$ cat config.mk
export PLATFORM = sky130hd
export DESIGN_NAME = seq_divider
export DESIGN_NICKNAME = d
export VERILOG_FILES = /design/src/rtl/seq_divider.sv
export SDC_FILE = /design/constraint.sdc
export NUM_CORES = 1
export LEC_CHECK = 0
export CAP_MARGIN = 0
export CORE_MARGIN = 2
export CORE_UTILIZATION = 40
export DETAILED_ROUTE_END_ITERATION = 10
export GPL_TIMING_DRIVEN = 1
export SYNTH_ARGS = -nofsm -noshare
export SYNTH_HDL_FRONTEND = slang
export SYNTH_SLANG_ARGS = --single-unit
$ cat constraint.sdc
create_clock -name clk -period 3.6 [get_ports clk]
set_clock_uncertainty 0.05 [all_clocks]
set_input_delay 0.72 -clock clk [delete_from_list [all_inputs] [get_ports clk]]
set_output_delay 0.72 -clock clk [all_outputs]
set_load 0.02 [all_outputs]
$ cat src/rtl/seq_divider.sv
// ============================================================================
// seq_divider : restoring divider, 2N-bit dividend / N-bit divisor, 1 bit/clk
// Rev 1.0
// ============================================================================
`default_nettype none

module seq_divider #(
  parameter int N = 4
) (
  input  logic           clk,
  input  logic           reset_n,
  input  logic           start,
  input  logic [2*N-1:0] dividend,
  input  logic [N-1:0]   divisor,
  output logic           busy,
  output logic           done,
  output logic           div_by_zero,
  output logic [2*N-1:0] quotient,
  output logic [N-1:0]   remainder
);

  localparam int CW = $clog2(2*N);
  localparam logic [CW-1:0] CNT_LAST = CW'(2*N-1);

  typedef enum logic [1:0] {
    IDLE = 2'd0,
    RUN  = 2'd1,
    DONE = 2'd2
  } state_t;

  state_t state, state_next;

  logic [2*N-1:0] dvd;
  logic [N-1:0]   dsr;
  logic [N-1:0]   r;
  logic [2*N-1:0] q_sh;
  logic [CW-1:0]  cnt;

  logic [N:0]     r_shift;
  logic           ge;
  logic [N-1:0]   r_step;
  logic [2*N-1:0] q_step;

  // The partial remainder always ends each step below the divisor, so only
  // the shifted value needs the extra bit for the compare.
  always_comb begin
    r_shift = {r, dvd[2*N-1]};
    ge      = (r_shift >= {1'b0, dsr});
    r_step  = ge ? N'(r_shift - {1'b0, dsr}) : r_shift[N-1:0];
    q_step  = {q_sh[2*N-2:0], ge};
  end

  always_ff @(posedge clk) begin
    if (!reset_n) state <= IDLE;
    else          state <= state_next;
  end

  always_comb begin
    state_next = state;
    case (state)
      IDLE:    if (start) state_next = (divisor == '0) ? DONE : RUN;
      RUN:     if (cnt == CNT_LAST) state_next = DONE;
      DONE:    state_next = IDLE;
      default: state_next = IDLE;
    endcase
  end

  assign busy = (state == RUN);
  assign done = (state == DONE);

  always_ff @(posedge clk) begin
    if (!reset_n) begin
      dvd         <= '0;
      dsr         <= '0;
      r           <= '0;
      q_sh        <= '0;
      cnt         <= '0;
      div_by_zero <= 1'b0;
      quotient    <= '0;
      remainder   <= '0;
    end else begin
      case (state)
        IDLE: begin
          if (start) begin
            if (divisor == '0) begin
              quotient    <= '1;
              remainder   <= '0;
              div_by_zero <= 1'b1;
            end else begin
              dvd         <= dividend;
              dsr         <= divisor;
              r           <= '0;
              q_sh        <= '0;
              cnt         <= '0;
              div_by_zero <= 1'b0;
            end
          end
        end
        RUN: begin
          dvd  <= {dvd[2*N-2:0], 1'b0};
          r    <= r_step;
          q_sh <= q_step;
          cnt  <= cnt + 1'b1;
          // Results stay untouched until the final quotient bit is known.
          if (cnt == CNT_LAST) begin
            quotient  <= q_step;
            remainder <= r_step;
          end
        end
        default: ;
      endcase
    end
  end

endmodule

`default_nettype wire

## Word level (Yosys, flattened, before mapping)

Cells that the tools add are included.
Widths: inputs -> output; s select.

- Add/subtract/negate cells: 2
- Order comparisons: 1
- Equality and inequality tests: 7
- Muxes and demuxes: 26
- Bitwise operators: 1
- Reduce and logical (&&, ||, !) cells: 8

Operator list:

| kind | number |
|---|---|
| $mux 8 | 5 |
| $pmux 8 s2 | 2 |
| $mux 4 | 6 |
| $pmux 4 s2 | 2 |
| $mux 7 | 2 |
| $pmux 7 s2 | 1 |
| $mux 2 | 3 |
| $mux 3 | 2 |
| $ne 2x2->1 const B | 3 |
| $pmux 3 s2 | 1 |
| $reduce_and 3->1 | 2 |
| $ge 5x4->1 | 1 |
| $logic_not 4->1 | 1 |
| $pmux 2 s2 | 1 |
| $reduce_and 2->1 | 2 |
| $reduce_and 4->1 | 1 |
| $sub 4x4->4 | 1 |
| $add 3x1->3 const B | 1 |
| $eq 3x3->1 const B | 1 |
| $eq 2x1->1 const B | 1 |
| $eq 2x2->1 const B | 1 |
| $logic_not 2->1 | 1 |
| $ne 2x1->1 const B | 1 |
| $reduce_bool 2->1 | 1 |
| other kinds (2) | 2 |

- Register bits: 41
- Input bits: 15
- Output and inout bits: 15
- Word-level logic and storage cells: 54

## Depth between registers and ports, before layout

- Depth after elaboration: 4
- Depth in mapped cells: 7
- Depth with buffers taken out: 7

## Worst setup path before layout

OpenSTA, ideal clock, no wires.

- Path type: input port to flip-flop
- From: input port divisor[0]
- To: register quotient[2]
- Setup time: 0.088 ns
- Arrival time: 1.758 ns
- Data required time: 3.462 ns
- Path slack: 1.704 ns
- Stages: 6
- Path buffers: 1
- Cells stage by stage: nor4_4 > nand3b_1 > a21oi_2 > buf_6 > nor2_1 > a311oi_2

- Word-level cells in the longest chain between the ends: 3

RTL lines:

| what | RTL line | text |
|---|---|---|
| from (decl) | 14 | `input logic [N-1:0] divisor,` |
| $logic_not 4->1 | 85 | `if (divisor == '0) begin` |
| $ne 2x2->1 (no source line) | -- |  |
| $reduce_and 4->1 (no source line) | -- |  |
| to (signal assigned) | 106 | `quotient <= q_step;` |
| to (decl) | 18 | `output logic [2*N-1:0] quotient,` |

Every way passes these cells.
A chain may end at the register's enable or synchronous reset.

## Final worst setup path

- From: register state[0]
- To: output port busy

- Word-level cells in the longest chain between the ends: 1

RTL lines:

| what | RTL line | text |
|---|---|---|
| from (decl) | 31 | `state_t state, state_next;` |
| from (signal assigned) | 55 | `else state <= state_next;` |
| $eq 2x1->1 | 68 | `assign busy = (state == RUN);` |
| to (decl) | 15 | `output logic busy,` |

Every way passes these cells.

==> flow_summary.toml <==
[global_route]
antenna_found_initial = 0
grt_pass1_vias = 1379
gr-total-overflow = 0
grt_pass1_wl_um = 6650
grt_use_total_pct = 16.1
grt_max_degree = 30

[synth]
synth_top_cells_by_count = "41 x dfxtp_1, 33 x nor2_1, 30 x nand2_1, 14 x inv_1, 10 x a311oi_1"
yosysMostFrequentCell = "dfxtp_1"
synth_nets = 236
ys_seq_area_share_pct = 42.3
yosysUniqueCellTypes = 45
synth_flop_cell = "dfxtp_1"
yosys-top-cells-area = "dfxtp_1 42%, nor2_1 6.4%, nand2_1 5.8%, a311oi_1 4.5%, ha_1 3.9%"
synth_area_per_cell_um2 = 9.06
synthArstFlopShare_pct = 0
netlist_area_um2 = 1940
netlist.area_leader.share_pct = 42.3
synth_area_leader_cell = "dfxtp_1"
synth_edf_count = 0
ys_seq_elements = 41
yosysWarnings = 0
syn_inst = 214

[detailed_routing]
wl_um = 3940
drt-wirelength-per-cell_um = 13.3
vias_per_cell = 5.19
ant_nets = 0
first_iter_violations = 109
num_vias = 1542
drc_errors = 0
dr.pass1.iters = 4

[clocking]
htree_levels = 2
clk_latency_ps = 290
cts_setup_buffers = 0
cts_hold_buf = 0
clock-sinks = 41
cts-root-buf = "clkbuf_8"
clock_path_buffers = 2
cts_tree = "built"
ctsResizeCount = 0
numCtsBuffers = 5
path_clk_slew_ps = 80

[final_layout]
drive_above_1_share_pct = 12.8
area_delta_synth_final_pct = 21.6
nets = 264
diodes = 0
fin_area_um2 = 2360

[pwr]
power_frac_seq_pct = 46.6
power.density_nw_per_um2 = 450
power.switching_uw = 273
netSwitchingFraction_pct = 25.8
intPower_uw = 787
ir_worst_vdd_v = 0.000218
pwr-share-clk_pct = 36.0
leakagePower_nw = 0.885
pwr-share-comb_pct = 17.4

[critical_path]
cp_num_buf_inv = 2
r2r_cells = 6
cp.arrival_ps = 2160
rr_startpoint = "state[0]"
worst_path_max_delay_cell = "dfxtp_1"
worstSetupStartpointType = "flip-flop"
slowest_delay_ps = 690
crit_required_ps = 2830
worst-r2r-setup-slack_ps = 1440
cp-end-kind = "output port"
rr_endpoint = "remainder[3]"
cp_top_family = "buffers and inverters"
worstPathCellList = "nand2b_1 > inv_2 > clkdlybuf4s50_1"
worstPathMaxFanout = 14
crit_type = "reg2out"

[placed_design]
portBuffers = 29
routabilityCongestion = 0.732
dpl-instance-area_um2 = 2240
dp_hpwl_um = 2660

[run_status]
outcome = "complete, no violations"

[timing]
fin_crit_sh_pct = 81.4
relSlewSlack_pct = 36.1
setup_tns_ps = 0
rsz0062_at_grt = "no"
setup_viol = 0
tightest_slew_ps = 957
final_hold_viol_count = 0
slew_viol_final = 0
post-route-min-period_ps = 2930
clock.fmax_mhz = 341

[worst_hold_path]
hold_path.class = "reg2reg"
min_delay_path_depth = 2
hp-start = "remainder[3]"
min_to = "remainder[3]"

[job]
maxCapViolCount = 0

[die]
die-area_um2 = 5420
die_y_um = 73.6
start_util_pct = 41.3
rows = 25
die_w_um = 73.6
io_pins = 30
core_area_um2 = 4690
-- how the worst max path moves through the flow --
stage	cells past startpoint	start	end
after detailed placement	7	divisor[0]	r[0]
after global placement	3	reset_n	dvd[2]
after global routing	3	state[0]	busy
after floorplan	6	divisor[0]	quotient[2]
after CTS	3	state[0]	busy
final	3	state[0]	busy
-- metrics by stage --
stage / utilization [%] / instances / total power [mW] / hold slack, ps / worst slack, ps
after global placement: 47.8 / 289 / 0.690 / 396 / 930
after CTS: 50.2 / 297 / 1.07 / 413 / 625
final: 50.2 / 297 / 1.06 / 412 / 670
after detailed placement: 47.8 / 289 / 0.690 / 402 / 925
after floorplan: - / 214 / 0.639 / 381 / 1700
after global routing: 50.2 / 297 / 1.12 / 441 / 472
-- metal layers --
metal / up-vias / GRT usage [%] / wire (um)
li1: 794 / - / -
met1: 721 / 23.0 / 1930
met2: 21 / 22.8 / 1780
met3: 6 / 3.98 / 154
met4: 0 / 7.27 / 77
met5: - / 0 / 0
-- power groups by stage --
stage / Sequential, mW / Combinational, mW / Clock (mW)
floorplan: 0.501 / 0.138 / 0
CTS: 0.494 / 0.186 / 0.393
global placement: 0.505 / 0.185 / 0
finish: 0.495 / 0.184 / 0.381
detailed placement: 0.505 / 0.185 / 0
global route: 0.498 / 0.206 / 0.414
-- cell families after synthesis --
| logic type | after synthesis | synth area share (%) |
|---|---|---|
| AO/OA/AOI/OAI | 53 | 22.7 |
| AND/OR/NAND/NOR | 79 | 19.0 |
| buffers and inverters | 28 | 7.68 |
| adder cells (fa/ha/maj) | 7 | 4.91 |
| flip-flops | 41 | 42.4 |
| multiplexers | 5 | 2.84 |
| XOR/XNOR | 1 | 0.452 |
-- layout make-up --
| class | instances | area [um^2] |
|---|---|---|
| fill | 452 | 2330 |
| multi-input combinational | 145 | 968 |
| sequential | 41 | 821 |
| timing repair buffer | 34 | 328 |
| clock buffer | 7 | 86.3 |
| tap | 54 | 67.6 |
| inverter | 15 | 56.3 |
| clock inverter | 1 | 30.0 |
-- tightest hold or removal path, stage by stage, from the launching register on --
cell and delay (ps):
dfxtp_1 310, nand2_1 50, mux2i_1 50
-- placed cells by master (no fill, tap or decap), types with 2 or more instances in the layout --
cell type | synthesis | final
a311oi_1 | 10 | 10
a21oi_1 | 9 | 9
clkdlybuf4s50_1 | 0 | 29
a21boi_1 | 2 | 2
o21ai_0 | 2 | 2
nand2b_1 | 3 | 3
ha_1 | 6 | 6
a311oi_2 | 4 | 4
nor2_2 | 2 | 2
nand3_1 | 2 | 2
inv_1 | 14 | 14
mux2i_1 | 4 | 4
a21oi_2 | 3 | 3
dfxtp_1 | 41 | 41
clkbuf_8 | 0 | 6
buf_4 | 1 | 5
nor2_1 | 33 | 33
o21ai_1 | 4 | 4
nand2_1 | 30 | 30
a22oi_1 | 9 | 9
-- flip-flops by register name, summed over array words and instances (netlist names) --
signal       flops
div_by_zero      1
r                4
dsr              4
state            2
dvd              8
q_sh             7
quotient         8
remainder        4
cnt              3
No activity file was read; power rests on OpenSTA's default activity.
==> RTL change (same settings) <==
`N`: 4 -> 8.
--- a/src/rtl/seq_divider.sv
+++ b/src/rtl/seq_divider.sv
@@ -5,7 +5,7 @@
 `default_nettype none
 
 module seq_divider #(
-  parameter int N = 4
+  parameter int N = 8
 ) (
   input  logic           clk,
   input  logic           reset_n,
Interface: changed (resized dividend, divisor, quotient and remainder); port bits go from 30 to 54. No check against the original RTL was run, so the function may have changed too.
==> RTL change against the unedited design <==
- total power grew 84%
- wire length up 98%
- via count increased by 85%
- synthesized area increased by 75%
- clock power rose by 66%
- core utilization up 0.68 points
- sequential cell count increased by 37
- setup slack better by 0.40 ns
- die area is 71% higher
- fmax rose by 16%
- combinational power rose by 110%
- design area increased by 77%
- worst hold slack lost 0.0069 ns
- largest cell class unchanged
- highest routed layer unchanged
==> RTL change: results <==
layout:
  buffers: 59
  final-nonclk-buf-share_pct: 13.8
  finalNetCount: 463
  clkCellAreaFrac_pct: 4.49
  ff_latch_area_mm2: 0.00156
  reg_top3: "dvd (16), quotient (16), q_sh (15)"
  drive_gt1_share_pct: 9.53
  fillers: 798
  inverters_excl_clock: 16
  multi_input_gates: 262
  n_clock_buffer: 10
synthesis:
  synth_compound_area_share_pct: 25.2
  muxShareOfSynthArea_pct: 0.920
  synth_common_cells: "dfxtp_1 (78), nand2_1 (56), nor2_1 (48), a22oi_1 (18), a311oi_1 (15)"
  yosysSeqAreaShare_pct: 45.9
  synthTopCellsByArea: "dfxtp_1 (46%), nand2_1 (6.2%), nor2_1 (5.3%)"
  syn_nets: 415
  synthXorXnorAreaFrac_pct: 1.03
  ys_warn_count: 0
  postSynthAreaPerCell_um2: 8.99
  synth_adder_area_share_pct: 3.90
grt:
  use_met3_pct: 4.31
  grt_max_degree: 35
  grtUsageMet2_pct: 30.8
  track_usage_pct: 18.4
  grt_pass1_wl_mm: 13.2
  grt_pass1_vias: 2712
detailed_routing:
  drt_iter0_markers: 143
  wl_met3_um: 299
  wl_met2_mm: 3.74
  routed_wl_mm: 7.79
  viasPerCell: 5.34
  routedWlPerCell_um: 14.6
  wl_met1_mm: 3.62
setup_path:
  rr_startpoint: "dsr[6]$_SDFFE_PN0P_"
  crit_fanout: 7
  cp-startpoint: "state[1]$_SDFFE_PN0P_"
place:
  dpl.hpwl_mm: 5.44
  gp_congestion: 0.856
  io_buffers: 53
  place_inst: 520
power_and_ir_drop:
  power.leakage_nw: 1.52
  peakVddDrop_uv: 230
cts:
  cts.sinks: 78
  numCtsBuffers: 9
  htreeDepth: 3
  clk_latency_ns: 0.34
worst_hold_path:
  hold_start: "remainder[2]$_SDFFE_PN0P_"
run_status:
  status: "finished, final reports clean"
timing:
  max_slew_margin_pct: 45.1
## RTL change: cell count changes in the layout (fill, tap and decap cells not counted), moves of 4 or more
| cell | delta |
|---|---|
| a21oi_1 | +5 |
| a22oi_1 | +9 |
| a311oi_1 | +5 |
| a311oi_2 | -4 |
| a32oi_1 | +9 |
| clkdlybuf4s50_1 | +24 |
| dfxtp_1 | +37 |
| nand2_1 | +26 |
| nor2_1 | +15 |
| o21ai_0 | +12 |
| o21ai_1 | +6 |
| o221a_1 | +5 |
| o221a_2 | +9 |
## RTL change: worst paths after layout
check	slack (ns)	endpoint	cells past startpoint
worst max register to register	1.15	r[1]$_SDFFE_PN0P_	7
worst min register to register	0.40	remainder[2]$_SDFFE_PN0P_	2
worst max-delay path	1.07	done	3
worst min-delay path	0.40	remainder[2]$_SDFFE_PN0P_	2
## RTL change: metrics by stage
| stage | hold slack, ns | worst slack (ns) | utilization (%) | power, mW | cell area (µm²) |
|---|---|---|---|---|---|
| 2_1_floorplan | 0.386 | 1.67 | - | 1.23 | 3400 |
| 3_3_place_gp | 0.396 | 0.880 | 48.6 | 1.33 | 4000 |
| 3_5_place_dp | 0.397 | 0.828 | 48.6 | 1.33 | 4000 |
| 4_1_cts | 0.408 | 1.10 | 50.9 | 1.97 | 4180 |
| 5_1_grt | 0.434 | 0.990 | 50.9 | 2.05 | 4180 |
| 6_report | 0.405 | 1.07 | 50.9 | 1.95 | 4180 |
## RTL change: critical path, cell delays in order (launching register included)
cell             delay [ns]
dfxtp_1                0.45
inv_1                  0.13
nor2_1                 0.20
clkdlybuf4s50_1        0.64
## RTL change: where the power goes
group          leakage, nW  switching, mW  internal [mW]
clock network       0.0927          0.314          0.319
logic                0.795          0.232          0.158
registers            0.635         0.0275          0.899
